## src/rtl/width_12to8_stream_pkg.sv

```systemverilog
// Shared widths for the 12-bit to 8-bit stream repacker.
// Imported by the top module and available to the rest of the slice.
package width_12to8_stream_pkg;
    localparam int IN_W     = 12;
    localparam int OUT_W    = 8;
    localparam int NIB_W    = 4;
    localparam int BUF_NIBS = 4;
    localparam int BUF_W    = NIB_W * BUF_NIBS;
    localparam int CNT_W    = 3;
endpackage

```

## src/rtl/width_12to8_stream.sv

```systemverilog
// Repacks 12-bit words into 8-bit bytes through a 4-nibble MSB-aligned buffer.
// Odd-length packets are closed with one zero pad nibble.
module width_12to8_stream
    import width_12to8_stream_pkg::*;
(
    input  logic             clk,
    input  logic             rst_n,
    input  logic             valid_in,
    input  logic [IN_W-1:0]  data_in,
    input  logic             last_in,
    output logic             ready_up,
    output logic             valid_out,
    output logic [OUT_W-1:0] data_out,
    output logic             last_out,
    input  logic             ready_down
);

    logic [BUF_W-1:0] buf_q, buf_d;
    logic [CNT_W-1:0] nib_cnt, nib_cnt_d;
    logic             last_pend, last_pend_d;
    logic             accept, emit;

    // All outputs decode registered state only, so no input reaches them combinationally.
    assign ready_up  = (nib_cnt <= CNT_W'(1));
    assign valid_out = (nib_cnt >= CNT_W'(2));
    assign data_out  = buf_q[BUF_W-1 -: OUT_W];
    assign last_out  = last_pend && (nib_cnt == CNT_W'(2));

    assign accept = valid_in && ready_up;
    assign emit   = valid_out && ready_down;

    always_comb begin
        // NOTE: every next-state signal gets its hold value first, so no path can infer a latch.
        buf_d       = buf_q;
        nib_cnt_d   = nib_cnt;
        last_pend_d = last_pend;
        if (accept) begin
            if (nib_cnt == '0) begin
                // Low nibble is already zero, which doubles as the pad for a lone last word.
                buf_d     = {data_in, {NIB_W{1'b0}}};
                nib_cnt_d = last_in ? CNT_W'(4) : CNT_W'(3);
            end else begin
                buf_d     = {buf_q[BUF_W-1 -: NIB_W], data_in};
                nib_cnt_d = CNT_W'(4);
            end
            if (last_in) begin
                last_pend_d = 1'b1;
            end
        end else if (emit) begin
            buf_d     = {buf_q[BUF_W-OUT_W-1:0], {OUT_W{1'b0}}};
            nib_cnt_d = nib_cnt - CNT_W'(2);
            if (last_out) begin
                last_pend_d = 1'b0;
            end
        end
    end

    // NOTE: state registers use non-blocking assignments so every flop samples pre-edge values.
    always_ff @(posedge clk or negedge rst_n) begin
        if (!rst_n) begin
            buf_q     <= '0;
            nib_cnt   <= '0;
            last_pend <= 1'b0;
        end else begin
            buf_q     <= buf_d;
            nib_cnt   <= nib_cnt_d;
            last_pend <= last_pend_d;
        end
    end

endmodule

```

## config.mk

```make
export PLATFORM = sky130hd
export DESIGN_NAME = width_12to8_stream
export DESIGN_NICKNAME = d
export VERILOG_FILES = /design/src/rtl/width_12to8_stream_pkg.sv /design/src/rtl/width_12to8_stream.sv
export SDC_FILE = /design/constraint.sdc
export NUM_CORES = 1
export LEC_CHECK = 0
export BUFFER_PORTS_ARGS = -buffer_cell sky130_fd_sc_hd__buf_2
export CORE_MARGIN = 8
export CORE_UTILIZATION = 25
export DETAILED_ROUTE_END_ITERATION = 10
export PLACE_DENSITY = 0.43
export RECOVER_POWER = 25
export REMOVE_ABC_BUFFERS = 1
export SYNTH_ARGS = -nofsm -noshare
export SYNTH_HDL_FRONTEND = slang
export SYNTH_SLANG_ARGS = --single-unit
```

## constraint.sdc

```tcl
create_clock -name clk -period 1.8 [get_ports clk]
set_input_delay 0.09 -clock clk [delete_from_list [all_inputs] [get_ports clk]]
set_output_delay 0.09 -clock clk [all_outputs]
set_load 0.005 [all_outputs]
```

==> impl_metrics.tcl <==
set metrics [dict create \
    run_status "finished, final reports clean" \
    portBuffers 27 \
    synth_area_um2 1050 \
    dominantRegCellSynth "dfrtp_1" \
    total_via_count_in_the_routed_design 843 \
    ant_nets 0 \
    final-setup-viol-count 0 \
    first_iter_violations 29 \
    ios 28 \
    met2_usage 0.132 \
    crit_family "simple AND/OR/NAND/NOR gates" \
    ctsRootBufferMaster "clkbuf_8" \
    path_clk_slew_ns 0.08 \
    grt_overflow_total 0 \
    synth_edf_count 0 \
    crit_path_end_kind "register" \
    period_share 0.987 \
    grt_busiest_layer "met2" \
    cts_made_buffers 3 \
    post_route_cell_area_um2 1380 \
    max_stage_delay_ns 0.43 \
    worst-path-max-fanout 5 \
    detail_route.first_pass.iterations 4 \
    wirelength_um 2860 \
    clk_path_buf_depth 2 \
    antenna_found_initial 0 \
    initial_cell_density_of_the_core 0.261 \
    finalHoldViolations 0 \
    final_period_minus_worst_setup_slack_ns 1.78 \
    global_router_s_overall_resource_usage 0.0892 \
    netlist_instances 94 \
    placementRows 23 \
    synth.lib_cells_used.distinct 30 \
    tightest_pin_transition_ns 1.12 \
    gp_routability_congestion 0.759 \
    yosys_warnings 0 \
    global_route.usage.met1 0.116 \
    floorplan.die.height_um 80.9 \
    detail_route.vias_per_cell 4.76 \
    setup.worst_path.class "reg2reg" \
    post-route-util 0.343 \
    clkLatencyLatePin_ns 0.26 \
    timing.fmax_ghz 0.563 \
    worst_path_max_delay_cell "dfrtp_1" \
    max_cap_viol_count 0 \
    layout-drive-gt1-share 0.425 \
    critPathRequiredTime_ns 1.94 \
    cp.arrival_ns 1.92 \
    hp-class "in2reg" \
    static-leakage-power_nw 0.704 \
    worst_clock_skew_ns 0.00165 \
    fp.dieW_um 80.9 \
    launching_element_type_of_the_critical_path "register" \
    core-area_um2 4030 \
    ir_worst_vdd_mv 0.574 \
    postPlaceCellArea_um2 1240 \
    drcViolationCount 0 \
    cts_max_level 1 \
    hpwlAfterDp_um 2130 \
    timing.critical_path.cells "buf_4 -> or3b_4 -> a21bo_2 -> and3_1 -> a221o_1" \
    number_of_global_route_vias_before_repair 895 \
    maxSlewHeadroom 0.255 \
    grt_max_degree 21 \
    crit_buf_inv 1 \
    global_route_wire_length_before_repair_um 4530 \
    cts_tree "built" \
    design.die.area_um2 6540 \
    syn2layout_area_growth_pct 31.3 \
    routedWlPerCell_um 16.2 \
    synthesis.area_per_instance_um2 11.2 \
    async_s_r_ff_share_synth 1.00 \
    finalMaxSlewViolations 0 \
    pwr_density_cell_nw_per_um2 1620 \
    clkSinkCount 20 \
    finalNetCount 147 \
    ys_ff_latch 20 \
    n_antenna_cell 0 \
    use_met3 0.0353 \
    ys_seq_area_frac 0.476 \
]
## path summary, 6_finish.rpt
check,start,end,slack (ns),cells past startpoint
setup / recovery,nib_cnt[1]$_DFFE_PN0P_,buf_q[7]$_DFFE_PN0P_,0.02,5
max in group asynchronous,rst_n,nib_cnt[2]$_DFFE_PN0P_,0.50,2
setup reg to reg,nib_cnt[1]$_DFFE_PN0P_,buf_q[7]$_DFFE_PN0P_,0.02,5
hold reg to reg,buf_q[3]$_DFFE_PN0P_,buf_q[3]$_DFFE_PN0P_,0.51,1
hold / removal,data_in[5],buf_q[9]$_DFFE_PN0P_,0.07,3
min in group asynchronous,rst_n,last_pend$_DFFE_PN0P_,0.56,2
## per-layer routing
| layer | wire [um] | vias up |
|---|---|---|
| met5 | 0 | - |
| met4 | 25 | 0 |
| met2 | 1350 | 18 |
| met1 | 1310 | 402 |
| li1 | - | 419 |
| met3 | 172 | 4 |
## power by group
group | internal (mW) | leakage (nW) | switching [mW] | total (mW)
combinational | 0.545 | 0.407 | 0.515 | 1.06
clock | 0.297 | 0.0357 | 0.151 | 0.447
sequential | 0.621 | 0.261 | 0.112 | 0.733
total | 1.46 | 0.704 | 0.778 | 2.24
## layout make-up
type / instances / area (um^2)
Sequential cell: 20 / 502
Inverter: 3 / 11.3
Clock inverter: 1 / 30.0
Tap cell: 50 / 62.6
Fill cell: 429 / 2650
Clock buffer: 3 / 41.3
Timing Repair Buffer: 39 / 226
Multi-Input combinational cell: 61 / 508
## Yosys cell counts, drive strengths merged, types with 2 or more instances
cell type	number	area, um^2
buf	10	76.3
a21boi	2	18.8
and3	8	50.1
ha	2	25.0
or3b	2	20.0
dfrtp	20	500
a21oi	2	10.0
a21bo	2	20.0
nand2	4	15.0
and2	2	12.5
inv	3	11.3
nor2	2	7.51
mux2i	4	40.0
o21ai	8	43.8
a22o	5	43.8
a32oi	4	35.0
a221o	8	80.1
## flip-flops by register name, summed over array words and instances (netlist names)
| name | count |
|---|---|
| buf_q | 16 |
| last_pend | 1 |
| nib_cnt | 3 |
## what timing repair did
item / in CTS / in global routing
hold endpoints to repair: 20 / 0
setup buffers: 0 / 2
endpoints found under the setup margin: 0 / 17
hold buffers: 1 / 0
gates resized for setup: 0 / 12
## through the flow
stage | std cells | power [mW] | hold slack [ns] | setup slack, ns | setup TNS (ns)
2_1_floorplan | 83 | 1.26 | -0.206 | 0.0641 | 0
3_3_place_gp | 169 | 1.67 | 0.0723 | 0.0445 | 0
3_5_place_dp | 169 | 1.68 | 0.0699 | 0.0176 | 0
4_1_cts | 174 | 2.14 | 0.0527 | 0.00172 | 0
5_1_grt | 177 | 2.42 | 0.0701 | -0.00778 | -0.0139
6_report | 177 | 2.24 | 0.0735 | 0.0235 | 0
## cells in the final DEF, fill, tap and decap left out, types with 2 or more instances in the layout
master / instances
nor2_1: 2
buf_4: 11
dfrtp_1: 19
a22o_1: 5
nand2_1: 4
a21bo_2: 2
and3_1: 8
a221o_1: 8
clkbuf_8: 3
buf_2: 26
mux2i_1: 4
o21ai_0: 6
a32oi_1: 4
inv_2: 2
## worst reg2reg max path, stage by stage (launching register included)
cell	delay (ns)
dfrtp_1	0.43
buf_4	0.15
or3b_4	0.40
a21bo_2	0.25
and3_1	0.18
a221o_1	0.26
## cell families after synthesis
family,synth area share
xor+xnor,0.00832
compound gates,0.245
buf+inv,0.0868
mux,0.0381
fa+ha+maj,0.0238
simple gates,0.122
flops,0.476
Power figures use the tool's default switching activity.
